File: config.mk
export PLATFORM = sky130hd
export DESIGN_NAME = idma_inst64_chan_decoder
export DESIGN_NICKNAME = d
export VERILOG_FILES = /design/src/rtl/idma_inst64_chan_decoder.sv
export SDC_FILE = /design/constraint.sdc
export NUM_CORES = 2
export LEC_CHECK = 0
export BUFFER_PORTS_ARGS = -buffer_cell sky130_fd_sc_hd__clkbuf_2
export CAP_MARGIN = 30
export CORE_MARGIN = 2
export CORE_UTILIZATION = 49
export CTS_CLUSTER_SIZE = 16
export DETAILED_ROUTE_END_ITERATION = 10
export HOLD_SLACK_MARGIN = 0.1
export PLACE_DENSITY = 0.69
export RECOVER_POWER = 50
export SLEW_MARGIN = 20
export SYNTH_ARGS = -nofsm -noshare
export SYNTH_HDL_FRONTEND = slang
export SYNTH_SLANG_ARGS = --single-unit
File: constraint.sdc
create_clock -name clk_i -period 8.23 [get_ports clk_i]
set_clock_uncertainty 0.1 [all_clocks]
set_input_delay 1.646 -clock clk_i [delete_from_list [all_inputs] [get_ports clk_i]]
set_output_delay 1.646 -clock clk_i [all_outputs]
set_load 0.02 [all_outputs]
File: src/rtl/idma_inst64_chan_decoder.sv
// iDMA 64-bit instruction decoder: per-channel configuration registers, one-hot copy launch,
// status reads and per-channel transfer-ID bookkeeping behind an accelerator handshake.
module idma_inst64_chan_decoder #(
    parameter int unsigned AddrWidth   = 48,
    parameter int unsigned NumChannels = 2,
    parameter int unsigned IdWidth     = 32
) (
    input  logic                   clk_i,
    input  logic                   rst_ni,
    input  logic                   acc_req_valid_i,
    output logic                   acc_req_ready_o,
    input  logic [31:0]            acc_req_op_i,
    input  logic [63:0]            acc_req_arga_i,
    input  logic [63:0]            acc_req_argb_i,
    input  logic [4:0]             acc_req_id_i,
    output logic                   acc_rsp_valid_o,
    input  logic                   acc_rsp_ready_i,
    output logic [63:0]            acc_rsp_data_o,
    output logic [4:0]             acc_rsp_id_o,
    output logic                   acc_rsp_error_o,
    output logic [NumChannels-1:0] xfer_valid_o,
    input  logic [NumChannels-1:0] xfer_ready_i,
    output logic [AddrWidth-1:0]   xfer_src_o,
    output logic [AddrWidth-1:0]   xfer_dst_o,
    output logic [63:0]            xfer_len_o,
    output logic [63:0]            xfer_src_stride_o,
    output logic [63:0]            xfer_dst_stride_o,
    output logic [63:0]            xfer_reps_o,
    output logic [63:0]            xfer_user_o,
    output logic                   xfer_2d_o,
    input  logic [NumChannels-1:0] done_i,
    output logic                   busy_o
);
    localparam logic [6:0] OpcodeDma = 7'b0101011;
    localparam logic [6:0] FnSrc = 7'd0, FnDst = 7'd1, FnCpyi = 7'd2, FnCpy = 7'd3;
    localparam logic [6:0] FnStati = 7'd4, FnStat = 7'd5, FnStr = 7'd6, FnRep = 7'd7;
    localparam logic [6:0] FnUser = 7'd8;

    typedef enum logic [1:0] {StIdle, StLaunch, StResp} state_e;

    state_e                 state_q;
    logic [NumChannels-1:0] xfer_valid_q;
    logic [AddrWidth-1:0]   xfer_src_q, xfer_dst_q;
    logic [63:0]            xfer_len_q, xfer_sstr_q, xfer_dstr_q, xfer_reps_q, xfer_user_q;
    logic                   xfer_2d_q;
    logic [63:0]            rsp_data_q;
    logic [4:0]             rsp_id_q;
    logic                   rsp_error_q;

    logic [AddrWidth-1:0] src_q [NumChannels];
    logic [AddrWidth-1:0] dst_q [NumChannels];
    logic [63:0]          src_stride_q [NumChannels];
    logic [63:0]          dst_stride_q [NumChannels];
    logic [63:0]          reps_q [NumChannels];
    logic [63:0]          user_q [NumChannels];
    logic [IdWidth-1:0]   next_id_q [NumChannels];
    logic [IdWidth-1:0]   completed_id_q [NumChannels];
    logic [IdWidth-1:0]   outstanding [NumChannels];
    logic [NumChannels-1:0] busy_vec;

    logic [6:0]             funct7;
    logic [2:0]             chan;
    logic [4:0]             sub;
    logic                   legal, accept, launch_fire;
    logic [NumChannels-1:0] chan_oh;
    logic [AddrWidth-1:0]   sel_src, sel_dst;
    logic [63:0]            sel_sstr, sel_dstr, sel_reps, sel_user, stat_data;
    logic [IdWidth-1:0]     sel_next, sel_comp, launch_id;
    logic                   sel_busy;
    logic                   unused_op;

    assign funct7      = acc_req_op_i[31:25];
    assign chan        = acc_req_op_i[14:12];
    assign legal       = (acc_req_op_i[6:0] == OpcodeDma) && (funct7 <= FnUser) &&
                         (32'(chan) < NumChannels);
    assign accept      = (state_q == StIdle) && acc_req_valid_i;
    assign launch_fire = (state_q == StLaunch) && |(xfer_valid_q & xfer_ready_i);
    // Immediate forms carry the sub-field in rs2's slot, register forms in argb.
    assign sub         = (funct7 == FnCpyi || funct7 == FnStati) ? acc_req_op_i[24:20]
                                                                  : acc_req_argb_i[4:0];
    assign unused_op   = ^{acc_req_op_i[19:15], acc_req_op_i[11:7]};

    for (genvar c = 0; c < NumChannels; c++) begin : g_out
        assign outstanding[c] = next_id_q[c] - completed_id_q[c];
        assign busy_vec[c]    = outstanding[c] != '0;
    end

    always_comb begin
        chan_oh   = '0;
        sel_src   = '0;
        sel_dst   = '0;
        sel_sstr  = '0;
        sel_dstr  = '0;
        sel_reps  = '0;
        sel_user  = '0;
        sel_next  = '0;
        sel_comp  = '0;
        sel_busy  = 1'b0;
        launch_id = '0;
        for (int unsigned c = 0; c < NumChannels; c++) begin
            if (32'(chan) == c) begin
                chan_oh[c] = 1'b1;
                sel_src    = src_q[c];
                sel_dst    = dst_q[c];
                sel_sstr   = src_stride_q[c];
                sel_dstr   = dst_stride_q[c];
                sel_reps   = reps_q[c];
                sel_user   = user_q[c];
                sel_next   = next_id_q[c];
                sel_comp   = completed_id_q[c];
                sel_busy   = busy_vec[c];
            end
            if (xfer_valid_q[c]) launch_id = next_id_q[c];
        end
    end

    always_comb begin
        case (sub)
            5'd0:    stat_data = 64'(sel_comp);
            5'd1:    stat_data = 64'(sel_next);
            5'd2:    stat_data = 64'(sel_busy);
            default: stat_data = '0;
        endcase
    end

    always_ff @(posedge clk_i or negedge rst_ni) begin
        if (!rst_ni) begin
            state_q      <= StIdle;
            xfer_valid_q <= '0;
            xfer_src_q   <= '0;
            xfer_dst_q   <= '0;
            xfer_len_q   <= '0;
            xfer_sstr_q  <= '0;
            xfer_dstr_q  <= '0;
            xfer_reps_q  <= '0;
            xfer_user_q  <= '0;
            xfer_2d_q    <= 1'b0;
            rsp_data_q   <= '0;
            rsp_id_q     <= '0;
            rsp_error_q  <= 1'b0;
        end else begin
            unique case (state_q)
                StIdle: begin
                    if (accept) begin
                        if (!legal) begin
                            rsp_data_q  <= '0;
                            rsp_error_q <= 1'b1;
                            rsp_id_q    <= acc_req_id_i;
                            state_q     <= StResp;
                        end else if (funct7 == FnCpyi || funct7 == FnCpy) begin
                            xfer_valid_q <= chan_oh;
                            xfer_src_q   <= sel_src;
                            xfer_dst_q   <= sel_dst;
                            xfer_len_q   <= acc_req_arga_i;
                            xfer_sstr_q  <= sel_sstr;
                            xfer_dstr_q  <= sel_dstr;
                            xfer_reps_q  <= sel_reps;
                            xfer_user_q  <= sel_user;
                            xfer_2d_q    <= sub[1];
                            rsp_id_q     <= acc_req_id_i;
                            state_q      <= StLaunch;
                        end else if (funct7 == FnStati || funct7 == FnStat) begin
                            rsp_data_q  <= stat_data;
                            rsp_error_q <= 1'b0;
                            rsp_id_q    <= acc_req_id_i;
                            state_q     <= StResp;
                        end
                    end
                end
                StLaunch: begin
                    if (launch_fire) begin
                        xfer_valid_q <= '0;
                        rsp_data_q   <= 64'(launch_id);
                        rsp_error_q  <= 1'b0;
                        state_q      <= StResp;
                    end
                end
                StResp: begin
                    if (acc_rsp_ready_i) state_q <= StIdle;
                end
                default: state_q <= StIdle;
            endcase
        end
    end

    always_ff @(posedge clk_i or negedge rst_ni) begin
        if (!rst_ni) begin
            for (int unsigned c = 0; c < NumChannels; c++) begin
                src_q[c]          <= '0;
                dst_q[c]          <= '0;
                src_stride_q[c]   <= '0;
                dst_stride_q[c]   <= '0;
                reps_q[c]         <= '0;
                user_q[c]         <= '0;
                next_id_q[c]      <= '0;
                completed_id_q[c] <= '0;
            end
        end else begin
            for (int unsigned c = 0; c < NumChannels; c++) begin
                if (accept && legal && chan_oh[c]) begin
                    case (funct7)
                        FnSrc: src_q[c] <= AddrWidth'({acc_req_argb_i[31:0], acc_req_arga_i[31:0]});
                        FnDst: dst_q[c] <= AddrWidth'({acc_req_argb_i[31:0], acc_req_arga_i[31:0]});
                        FnStr: begin
                            src_stride_q[c] <= acc_req_arga_i;
                            dst_stride_q[c] <= acc_req_argb_i;
                        end
                        FnRep:   reps_q[c] <= acc_req_arga_i;
                        FnUser:  user_q[c] <= acc_req_arga_i;
                        default: ;
                    endcase
                end
                if (launch_fire && xfer_valid_q[c]) next_id_q[c] <= next_id_q[c] + IdWidth'(1);
                // Completion is judged against the pre-launch count, so a done with nothing
                // outstanding is dropped even if a launch lands in the same cycle.
                if (done_i[c] && busy_vec[c]) begin
                    completed_id_q[c] <= completed_id_q[c] + IdWidth'(1);
                end
            end
        end
    end

    assign acc_req_ready_o   = (state_q == StIdle);
    assign acc_rsp_valid_o   = (state_q == StResp);
    assign acc_rsp_data_o    = rsp_data_q;
    assign acc_rsp_id_o      = rsp_id_q;
    assign acc_rsp_error_o   = rsp_error_q;
    assign xfer_valid_o      = xfer_valid_q;
    assign xfer_src_o        = xfer_src_q;
    assign xfer_dst_o        = xfer_dst_q;
    assign xfer_len_o        = xfer_len_q;
    assign xfer_src_stride_o = xfer_sstr_q;
    assign xfer_dst_stride_o = xfer_dstr_q;
    assign xfer_reps_o       = xfer_reps_q;
    assign xfer_user_o       = xfer_user_q;
    assign xfer_2d_o         = xfer_2d_q;
    assign busy_o            = |busy_vec;

endmodule

==> results.md <==
* Status: finished, violations left
* Failing checks: max-capacitance violations, max-slew violations
* Least-Margin Pin Slew at roughly 4 ns
* Pwr per Cell Area at 220 nW/um2
* Util after Layout at between 50 and 60%
* Max_slew headroom at -167%
* Total gr overflow at 0
* Peak VDD IR at around 200 uV
* Die Span X at approximately 350 um
* H-Tree Depth at 4
* FF-to-FF path depth at 13
* Cell Count, Final, Fillers Out at slightly above 7000
* Fin. max-slew vios at ~950
* Final Critical Period at 7.03 ns
* Synth warn at 0
* Sink Count at around 1300
* Top Ports at 665
* FMAX at ~140 MHz
* Hpwl dp at 106000 um
* Die area at ~120000 um2
* Total GRT Usage at a little over a quarter
* # Post-CTS Setup Buffers at 0
* Final TNS setup at 0 ns
* CORE AREA at roughly 120000 um2
* Count of state elements after synthesis at ~1300
* Primary FF master, synth: dfrtp_1
* First-pass GRT wire length at approximately 250000 um
* Most common cell after layout, fill and taps aside: dfrtp_1
* Crit end category: output pin
* Nets at between 5000 and 6000
* CP required at around 6.5 ns
* GP Congestion at between 0.9 and 1
* Starting Density at between 40% and 50%
* Vias in the first global route at roughly 41000
* Cell taking the most area after synthesis: dfrtp_1
* Buffers added on ports at 622
* Area contributors post-synth: dfrtp_1 56%, mux2_2 15%, a22oi_1 5.5%
* Initial antenna violation count at 11
* Clock slew at reported path FFs at roughly 0.06 ns
* Chip height at 346 um
* DRC at 0
* Hold Crit Class: flip-flop to flip-flop
* Maxcap violations at 11
* Placed inst area at approximately 60000 um2
* Largest net degree at the start of global routing at 229
* Slowest stage delay, CP at 0.62 ns
* Vias at between 40000 and 50000
* Hold Vio Cnt, Final at 0
* Worst skew pair latency at around 0.75 ns
* Hold depth at 2
* Max clock buf depth at 3
* Final Cell Area at about 66000 um2
* Fin crit share at between 80% and 90%
* RSZ-0062 raised after global routing: no
* Number of routed nets with antenna violations at 0
* Critical Path Most Common Cell: nand4_1
* Drt pass-1 iters at 6
* Vias per cell at 5.85
* Number of library cell types mapped by synthesis at between 70 and 80
* # rows at around 130
* HP Start: xfer_dst_o[32]$_DFFE_PN0P_
* Fraction of synthesized cell area taken by the top area cell type at a little under three fifths
* Most frequent cells in the layout: 1291 x dfrtp_1, 780 x mux2_2, 486 x nand2_1
* TritonCTS clock tree: done
* Area of the mapped netlist at 57400 um2
* Critical-path top delay cell: ha_1
* First-iteration detailed-routing DRC count at between 3000 and 4000
* Hold buffers post-CTS at 0
* LEAKAGE at 30.8 nW
* Crit start category: flip-flop
* Post-synth EDFFs at 0
* Crit. Startpoint: next_id_q[40]$_DFFE_PN0P_
* Avg Inst Size Synth at between 10 and 15 um2
* Worst Path Arrival at 5.29 ns
* Worst-path cell chain: ha_1 -> nand4_1 -> nor2_1 -> a21boi_0 -> nor3_1 -> nor3_1 -> nand4_1 -> or4_1 -> nor4_1 -> nand4_1 -> or3_1 -> clkbuf_2
* Area grow syn2layout at 15.2%
* Drt total wl at 161000 um
* Wire length per cell at 22.7 um
* Asr flop ratio synth at 100%
* CTS Buf Count at 140
* Post-synthesis cell count at approximately 5000
* Final setup violation count at 0
* Total power at approximately 15 mW
* Inst Count DP at around 6800
* Resized Gates After CTS at 0
* Seq/Total Area, Yosys at 56.2%
* CTS root buf: clkbuf_16
* Reg2reg start: completed_id_q[2]$_DFFE_PN0P_
* Share of cells above drive strength 1 at ~25%
* Critical path type: flip-flop to output pin
* Crit-path max FO at 15
Yosys cell counts (all sizes together) (11+ instances only):
library cell  count
xnor2           118
or3              12
and3             66
a22oi           419
nor3             61
nor3b            11
nand4            59
o22ai            40
nand2           487
buf              58
nand3            74
o21ai           404
a21o             17
nand2b           17
inv              89
mux2            780
clkbuf          336
o21a             14
ha               66
nor4             26
xor2             33
nor2            141
dfrtp          1291
a211oi           13
a21oi           178
worst paths after layout:
kind                                                 end  slack, ns
max                                               busy_o       1.20
min                           xfer_dst_o[32]$_DFFE_PN0P_       0.38
max reg2reg                completed_id_q[1]$_DFFE_PN0P_       3.61
min reg2reg                   xfer_dst_o[32]$_DFFE_PN0P_       0.38
max in group asynchronous        user_q[106]$_DFFE_PN0P_       1.60
min in group asynchronous     xfer_dst_o[29]$_DFFE_PN0P_       2.11
final cells by class:
| type | instances | area, um2 |
|---|---|---|
| fillers | 9870 | 50000 |
| flip-flops and latches | 1291 | 32300 |
| multi-input cells | 3233 | 23400 |
| clock buffers | 201 | 4110 |
| repair buffers | 685 | 3290 |
| well taps | 1524 | 1910 |
| clock inverters | 51 | 777 |
| inverters | 89 | 334 |
| diodes | 4 | 10.0 |
stage by stage:
| stage | worst slack, ns | hold WS (ns) |
|---|---|---|
| 3_5_place_dp | 2.00 | 0.369 |
| 2_1_floorplan | 3.16 | 0.367 |
| 6_report | 1.20 | 0.376 |
| 4_1_cts | 1.19 | 0.383 |
| 5_1_grt | 0.472 | 0.394 |
| 3_3_place_gp | 1.95 | 0.362 |
per-layer routing:
metal | share of wire (%) | up-vias | track usage (%)
met5 | 0.0056 | - | 0
met4 | 3.4 | 2 | 9.33
met3 | 7.8 | 281 | 7.05
met2 | 46 | 1294 | 40.5
met1 | 43 | 21100 | 36.2
li1 | - | 18800 | -
power breakdown:
part,switching (mW),internal (mW)
Combinational,0.939,0.416
Sequential,0.123,6.47
Clock,2.64,3.97
registers in the layout (all words and copies together), names as in the netlist, 32 cells and up:
register           flops
xfer_reps_o           64
src_q                 96
xfer_user_o           64
dst_q                 96
xfer_len_o            64
acc_rsp_data_o        32
reps_q               128
xfer_dst_stride_o     64
xfer_src_o            48
completed_id_q        64
src_stride_q         128
xfer_src_stride_o     64
xfer_dst_o            48
user_q               128
next_id_q             64
dst_stride_q         128
kinds of logic (layout without fill, tap and decap cells):
kind of cell             count (synthesis)  in the layout  synth area share (%)
XOR/XNOR                               151            151                  2.30
buffers and inverters                  483           1026                  3.39
multiplexers                           789            789                  15.4
other                                    1             36               0.00653
AND/OR/NAND/NOR                       1016           1016                  8.24
flip-flops                            1291           1291                  56.2
AO/OA/AOI/OAI                         1179           1179                  12.9
adder cells (fa/ha/maj)                 66             66                  1.44
critical path, delay by kind of cell, from the launching register on:
family	cells	cell delay, ns
and+or+nand+nor	9	2.67
buffers and inverters	1	0.19
DFF	1	0.45
adders and majority gates	1	0.62
AOI/OAI and AO/OA	1	0.62
Power figures use the tool's default switching activity.
